===== config.mk =====
export PLATFORM = sky130hd
export DESIGN_NAME = fetch_unit
export DESIGN_NICKNAME = d
export VERILOG_FILES = /design/src/rtl/fetch_unit.sv
export SDC_FILE = /design/constraint.sdc
export NUM_CORES = 1
export LEC_CHECK = 0
export CAP_MARGIN = 15
export CORE_ASPECT_RATIO = 1.4
export CORE_MARGIN = 2
export CORE_UTILIZATION = 45
export DETAILED_ROUTE_END_ITERATION = 8
export GPL_TIMING_DRIVEN = 0
export PLACE_DENSITY = 0.78
export RECOVER_POWER = 25
export SYNTH_ARGS = -nofsm -noshare
export SYNTH_HDL_FRONTEND = slang
export SYNTH_SLANG_ARGS = --single-unit

===== constraint.sdc =====
create_clock -name i_clk -period 3.6 [get_ports i_clk]
set_input_delay 0.72 -clock i_clk [delete_from_list [all_inputs] [get_ports i_clk]]
set_output_delay 0.72 -clock i_clk [all_outputs]
set_load 0.03 [all_outputs]

===== src/rtl/fetch_unit.sv =====
// Instruction fetch stage: holds the PC, issues memory requests and fills the IF/ID register.
// Handles stall hold, bubble drain, aligned redirects and a sticky misaligned-redirect fault.
module fetch_unit #(
   parameter logic [31:0] RESET_PC  = 32'h00000000,
   parameter logic [31:0] NOP_INSTR = 32'h00000013
) (
   input  logic        i_clk,
   input  logic        i_rst,
   output logic [31:0] o_IMemAddr,
   output logic        o_IMemReq,
   input  logic [31:0] i_IMemData,
   input  logic        i_IMemValid,
   input  logic        i_Stall,
   input  logic        i_Redirect,
   input  logic [31:0] i_RedirectPC,
   output logic [31:0] o_Instr,
   output logic [31:0] o_PC,
   output logic        o_Valid,
   output logic [6:0]  o_OPCode,
   output logic        o_Fault
);

   typedef enum logic [1:0] {
      BOOT  = 2'd0,
      RUN   = 2'd1,
      FAULT = 2'd2
   } state_t;

   state_t      state_q, state_d;
   logic [31:0] pc_q, pc_d;
   logic [31:0] instr_q, instr_d;
   logic [31:0] out_pc_q, out_pc_d;
   logic        valid_q, valid_d;
   logic        fault_q, fault_d;
   logic        req;
   logic        accept;

   // Handshake: a fetch completes in any cycle where o_IMemReq and i_IMemValid are both high.
   assign req    = (state_q == RUN) && !i_Redirect && !(valid_q && i_Stall);
   assign accept = req && i_IMemValid;

   always_ff @(posedge i_clk or posedge i_rst) begin
      if (i_rst) begin
         state_q  <= BOOT;
         pc_q     <= RESET_PC;
         instr_q  <= NOP_INSTR;
         out_pc_q <= 32'h00000000;
         valid_q  <= 1'b0;
         fault_q  <= 1'b0;
      end else begin
         state_q  <= state_d;
         pc_q     <= pc_d;
         instr_q  <= instr_d;
         out_pc_q <= out_pc_d;
         valid_q  <= valid_d;
         fault_q  <= fault_d;
      end
   end

   always_comb begin
      state_d  = state_q;
      pc_d     = pc_q;
      instr_d  = instr_q;
      out_pc_d = out_pc_q;
      valid_d  = valid_q;
      fault_d  = fault_q;
      case (state_q)
         BOOT: state_d = RUN;
         RUN: begin
            if (i_Redirect) begin
               // Redirect wins over stall and over any data returned this cycle.
               valid_d = 1'b0;
               instr_d = NOP_INSTR;
               if (i_RedirectPC[1:0] != 2'b00) begin
                  state_d  = FAULT;
                  fault_d  = 1'b1;
                  out_pc_d = i_RedirectPC;
               end else begin
                  pc_d = i_RedirectPC;
               end
            end else if (accept) begin
               instr_d  = i_IMemData;
               out_pc_d = pc_q;
               valid_d  = 1'b1;
               pc_d     = pc_q + 32'd4;
            end else if (valid_q && !i_Stall) begin
               valid_d = 1'b0;
               instr_d = NOP_INSTR;
            end
         end
         FAULT: state_d = FAULT;
         default: state_d = BOOT;
      endcase
   end

   assign o_IMemAddr = pc_q;
   assign o_IMemReq  = req;
   assign o_Instr    = instr_q;
   assign o_PC       = out_pc_q;
   assign o_Valid    = valid_q;
   assign o_OPCode   = instr_q[6:0];
   assign o_Fault    = fault_q;

endmodule


==> metrics.cfg, run 1 <==
[timing]
tns_ns = 0
setup_viol = 0
fin_crit_ns = 3.30
grt_setup_unrepaired = no
min_period_over_period_pct = 91.6
skew_ns = 0.0107
tightest_slew_ns = 1.57
slew_headroom_pct = -5.25
slew_viol_final = 37
hold_violations = 0
timing.fmax_ghz = 0.303

[logic_synthesis]
syn_avg_cell_area_um2 = 9.97
synth_warnings = 0
syn_area_um2 = 4870
synthesis.nets = 560
ys_ff_latch = 100
ys.flop_type = dfrtp_1
yosysSeqAreaShare_pct = 51.5
synth_cells = 488
synthArstFlopShare_pct = 100
synth_edf_count = 0
synth_cell_type_count = 53

[routing]
routed_via_density = 5.89
initialDrtViolationCount = 419
detail-route-antenna-nets = 0
vias = 4808
avgRoutedWirePerCell_um = 20.2
drc = 0
first_pass_iters = 5
drt-total-wl_um = 16400

[worst_setup_path]
reg2reg_depth = 8
worstReg2RegStart = state_q[1]$_DFFE_PP0P_
startpoint_type = primary input
crit_path_frequent_cell = clkbuf_1
path_buf_inv = 4
cp.required_ns = 2.88
critPathCaptureType = output pin
cp_cell_sequence = buf_2 -> clkbuf_1 -> clkbuf_1 -> nor2_1 -> clkdlybuf4s50_1
crit_path_max_fanout = 10
cpMaxStageDelayCell = clkdlybuf4s50_1
r2r_slack_ns = 0.59
rr_endpoint = o_IMemAddr[5]$_DFFE_PP0P_
critPathTopFamily = buffers and inverters
crit_arrival_ns = 2.58
max_stage_delay_ns = 0.62
path_class = primary input to output pin

[job]
maxCapViolations = 1

[cts]
worstSkewPairLatency_ns = 0.36
cts_resized = 0
h-tree-depth = 3
cts_tree = done
post_cts_buffers = 0
cts.path.max_buffers = 2
clk_pin_slew_worst_paths_ns = 0.06
cts_hold_buf = 0
cts-buffers-inserted = 9
cts_sinks = 100
cts-root-buf = clkbuf_16

[grt]
gr-total-overflow = 0
first_global_vias = 4802
grt.total_usage_pct = 28.1
grt_pass1_wl_um = 25600
antenna_found_initial = 0
grt_max_degree = 66

[placed_design]
post_dp_cell_area_um2 = 6800
place_congestion = 0.947
portBuffers = 173
dp_hpwl_um = 12000

[die]
std_cell_rows = 44
io_pins = 175
die_area_um2 = 11700
start_util_pct = 46.5
dieWidth_um = 91.9
core_area_um2 = 10500
die_h_um = 127

[layout]
final_area_um2 = 7080
num-fill-cells = 840
antenna_cells = 0
drive_above_1_share_pct = 5.75
area_growth_pct = 45.5
final_nets = 745

[pwr]
p_per_area_nw_per_um2 = 828
p_leak_nw = 3.05
vdd_drop_max_mv = 0.416

[worst_hold_path]
holdPathEnd = o_Fault$_DFFE_PP0P_
hp-start = o_Fault$_DFFE_PP0P_
hp-class = flip-flop to flip-flop
worst_hold_path.num_cells = 1

[status]
violations = max-capacitance violations, max-slew violations
status = finished, violations left

==> cell usage after synthesis, types with 7 or more instances <==
library cell | count | share of area (%)
nor4_1 | 7 | 0.90
buf_4 | 9 | 1.4
nor2_1 | 13 | 1.0
a21oi_1 | 29 | 3.0
a21o_1 | 10 | 1.5
a22o_1 | 30 | 5.4
dfrtp_1 | 97 | 50
clkbuf_1 | 25 | 1.9
o21ai_0 | 43 | 4.4
nand2_1 | 66 | 5.1
inv_1 | 12 | 0.93
a211oi_1 | 7 | 1.1
nand3_1 | 19 | 2.0
mux2i_1 | 25 | 5.1
==> cells in the final DEF (no fill, tap or decap), types with 4 or more instances in the layout <==
cell,netlist,routed
o31ai_1,4,4
inv_1,12,11
buf_4,9,9
nor2_1,13,13
a211oi_1,7,7
mux2i_1,25,25
clkdlybuf4s50_1,0,172
nand3_1,19,19
clkbuf_16,0,9
nand4_1,5,5
o211ai_1,4,4
o21ai_0,43,43
a21o_1,10,10
o22a_1,4,4
nand2_1,66,66
dfrtp_1,97,97
o22ai_1,5,5
and4_1,6,6
and3_1,6,6
clkbuf_1,25,26
a21oi_1,29,29
nor4_1,7,7
a22o_1,30,30
==> flip-flops by register name (all words and copies together) (netlist names) <==
register	count
o_Fault	1
o_IMemAddr	32
o_Instr	32
o_PC	32
o_Valid	1
state_q	2
==> per-stage QoR <==
stage               hold slack (ns)  power [mW]  cells  worst slack, ns  util, %
floorplan                     0.522        3.57    488            0.266        -
global placement              0.446        4.81    799            -1.21     64.7
detailed placement            0.449        4.89    800            0.152     65.0
CTS                           0.469        5.88    816            0.317     67.9
global route                  0.491        6.15    816            0.221     67.7
finish                        0.466        5.86    816            0.302     67.7
==> how the worst max path moves through the flow <==
| stage | from | endpoint | slack, ns | cells after the start |
|---|---|---|---|---|
| 2_1_floorplan | i_rst | o_Fault$_DFFE_PP0P_ | 0.27 | 1 |
| 3_3_place_gp | i_rst | o_IMemAddr[31]$_DFFE_PP0P_ | -1.21 | 2 |
| 3_5_place_dp | i_RedirectPC[1] | o_IMemAddr[5]$_DFFE_PP0P_ | 0.15 | 7 |
| 4_1_cts | i_Redirect | o_IMemReq | 0.32 | 5 |
| 5_1_grt | i_Redirect | o_IMemReq | 0.22 | 5 |
| 6_report | i_Redirect | o_IMemReq | 0.30 | 5 |
==> power by group <==
| part | switching, mW | internal (mW) | leakage [nW] | total [mW] |
|---|---|---|---|---|
| registers | 0.389 | 1.55 | 1.24 | 1.94 |
| clock network | 0.432 | 0.561 | 0.146 | 0.993 |
| logic | 1.70 | 1.23 | 1.67 | 2.93 |
==> layer usage <==
metal | vias up | track usage (%) | share of wire [%]
li1 | 2169 | - | -
met1 | 2318 | 35.0 | 38
met2 | 280 | 48.4 | 50
met3 | 41 | 6.37 | 8.9
met4 | 0 | 9.57 | 2.4
met5 | - | 0 | 0
==> logic make-up (layout without fill, tap and decap cells) <==
kind of cell / after synthesis / after routing / share of synthesized area [%]
AOI/OAI and AO/OA: 161 / 161 / 22.1
and+or+nand+nor: 147 / 147 / 15.4
DFF: 100 / 100 / 51.5
buffers and inverters: 50 / 240 / 4.60
muxes: 27 / 27 / 5.61
adders and majority gates: 3 / 3 / 0.771
==> area by class of cell <==
type	instances	area (um^2)	share of cell area [%]
well taps	138	173	2.44
clock buffers	11	243	3.43
flip-flops and latches	100	2510	35.4
multi-input cells	338	2140	30.2
inverters	12	46.3	0.654
clock inverters	5	60.1	0.848
plain buffers	38	179	2.53
repair buffers	174	1740	24.6
Power figures use the tool's default switching activity.
==> inputs of run 2 (changes only) <==
GPL_ROUTABILITY_DRIVEN = 0   (was not set)
==> run 2 against run 1 <==
The flow still finishes with violations (max-capacitance violations, max-slew violations). Clock skew is 0.0040 ns lower. Sequential share of layout area hardly changed. Worst setup slack worse by 0.0027 ns. Utilization is 0.096 points higher. First-iteration DRC count is 26% higher. Count of clock-buffer cells in the layout stayed put. Critical path type unchanged. Via count is 0.85% higher. Maximum frequency hardly changed. Non-clock buffer count stayed put. Register-to-register slack better by 0.05 ns. Clock power hardly changed.
==> metrics.cfg, run 2 (synthesis results as in run 1) <==
[placed_design]
dp_hpwl_um = 11900  ; -0.85%
post_dp_cell_area_um2 = 6800  ; unchanged
portBuffers = 173  ; unchanged

[grt]
grt_pass1_wl_um = 25400  ; -0.89%
gr-total-overflow = 0  ; unchanged
first_global_vias = 4912  ; +2.3%
antenna_found_initial = 0  ; unchanged
grt_max_degree = 61  ; -7.6%
grt.total_usage_pct = 27.9  ; -0.29 points

[pwr]
switchingPower_mw = 2.52  ; about the same
p_int_mw = 3.36  ; +0.54%
p_sw_share_pct = 42.8  ; -0.15 points
combPwrFrac_pct = 49.8  ; about the same
p_seq_share_pct = 33.1  ; about the same
pwr-share-clk_pct = 17.1  ; +0.2 points
finalPower_mw = 5.88  ; +0.27%
p_leak_nw = 3.06  ; +0.18%
vdd_drop_max_mv = 0.424  ; +1.8%
p_per_area_nw_per_um2 = 829  ; +0.13%

[layout]
area_growth_pct = 45.7
multi_input_area_um2 = 2140  ; unchanged
seqCellArea_um2 = 2510  ; unchanged
final_area_um2 = 7090  ; +0.14%
final_util_pct = 67.8  ; +0.096 points
final_nets = 745  ; unchanged
num-fill-cells = 822  ; -2.1%
layout_commonest_cell = clkdlybuf4s50_1
antenna_cells = 0  ; unchanged
layout_common_cells = clkdlybuf4s50_1, dfrtp_1, nand2_1, o21ai_0, a22o_1
drive_above_1_share_pct = 5.90  ; +0.15 points

[worst_setup_path]
cp_cell_sequence = buf_2 -> clkbuf_1 -> clkbuf_1 -> nor2_1 -> clkdlybuf4s50_1
r2r_slack_ns = 0.64  ; +0.05 ns
crit_arrival_ns = 2.58  ; about the same
critPathCaptureType = output pin
rr_endpoint = o_IMemAddr[5]$_DFFE_PP0P_
cp.required_ns = 2.88  ; about the same
crit_path_max_fanout = 10  ; unchanged
crit_path_frequent_cell = clkbuf_1
startpoint_type = primary input
max_stage_delay_ns = 0.63  ; about the same
cpMaxStageDelayCell = clkdlybuf4s50_1
path_class = primary input to output pin
reg2reg_depth = 8  ; unchanged
worstReg2RegStart = state_q[1]$_DFFE_PP0P_

[cts]
clk_pin_slew_worst_paths_ns = 0.06  ; about the same
h-tree-depth = 3  ; unchanged
cts-buffers-inserted = 9  ; unchanged
cts_hold_buf = 0  ; unchanged
cts.path.max_buffers = 2  ; unchanged
post_cts_buffers = 0  ; unchanged
cts_tree = done
cts-root-buf = clkbuf_16
worstSkewPairLatency_ns = 0.35  ; about the same
cts_sinks = 100  ; unchanged
cts_resized = 0  ; unchanged

[routing]
initialDrtViolationCount = 528  ; +26%
vias = 4849  ; +0.85%
avgRoutedWirePerCell_um = 19.9  ; -1.3%
drt-total-wl_um = 16200  ; -1.3%
first_pass_iters = 6  ; +1
drc = 0  ; unchanged
routed_via_density = 5.94  ; +0.85%
detail-route-antenna-nets = 0  ; unchanged

[timing]
fin_crit_ns = 3.30  ; +0.00270 ns
slew_viol_final = 42  ; +14%
setup_viol = 0  ; unchanged
hold_slack_ns = 0.458  ; -0.00775 ns
min_period_over_period_pct = 91.7  ; about the same
hold_violations = 0  ; unchanged
tightest_slew_ns = 1.81  ; +0.240 ns
tns_ns = 0  ; unchanged
slew_headroom_pct = -21.3  ; -16 points
grt_setup_unrepaired = no
timing.fmax_ghz = 0.303  ; about the same
skew_ns = 0.00671  ; -0.00404 ns

[status]
violations = max-capacitance violations, max-slew violations
status = finished, violations left

[worst_hold_path]
holdPathEnd = o_Fault$_DFFE_PP0P_
hp-class = flip-flop to flip-flop
worst_hold_path.num_cells = 1  ; unchanged
hp-start = o_Fault$_DFFE_PP0P_

[die]
io_pins = 175  ; unchanged
start_util_pct = 46.5  ; unchanged
die_h_um = 127  ; unchanged
core_area_um2 = 10500  ; unchanged
dieWidth_um = 91.9  ; unchanged
std_cell_rows = 44  ; unchanged
die_area_um2 = 11700  ; unchanged

[job]
maxCapViolations = 1  ; unchanged

run 2: worst max-delay path by stage:
stage | startpoint | to | slack [ns] | depth (start not counted)
6_report | i_Redirect | o_IMemReq | 0.30 | 5
5_1_grt | i_Redirect | o_IMemReq | 0.19 | 5
4_1_cts | i_Redirect | o_IMemReq | 0.34 | 5
3_5_place_dp | i_RedirectPC[1] | o_IMemAddr[5]$_DFFE_PP0P_ | 0.14 | 7
3_3_place_gp | i_rst | o_PC[8]$_DFFE_PP0P_ | -1.18 | 2
2_1_floorplan | i_rst | o_Fault$_DFFE_PP0P_ | 0.27 | 1
run 2: power groups by stage:
stage | combinational, mW | clock, mW | sequential (mW)
2_1_floorplan | 0.879 | 0 | 2.69
3_3_place_gp | 2.87 | 0 | 1.93
3_5_place_dp | 2.93 | 0 | 1.95
4_1_cts | 2.94 | 1.02 | 1.94
5_1_grt | 3.10 | 1.07 | 2.00
6_report | 2.93 | 1.01 | 1.95
run 2: metal layers:
layer / wire length [um] / GRT usage [%] / share of wire [%]
met5: 0 / 0 / 0
met2: 8160 / 47.0 / 50
met3: 1520 / 7.84 / 9.3
met1: 5900 / 32.6 / 36
met4: 652 / 13.8 / 4.0
run 2: worst max-delay path, delay by kind of cell:
kind,cells,cell delay (ns)
buffers and inverters,4,1.75
and+or+nand+nor,1,0.11
run 2: stage by stage:
stage	cells	worst slack (ns)
global route	816	0.193
global placement	799	-1.18
CTS	816	0.338
finish	816	0.300
floorplan	488	0.266
detailed placement	800	0.137
run 2: area by class of cell:
| type | count | share of cell area, % |
|---|---|---|
| clock inverter | 5 | 0.847 |
| tap | 138 | 2.43 |
| timing repair buffer | 174 | 24.5 |
| buffer | 38 | 2.52 |
| clock buffer | 11 | 3.56 |
| multi-input combinational | 338 | 30.1 |
| inverter | 12 | 0.653 |
| sequential | 100 | 35.3 |
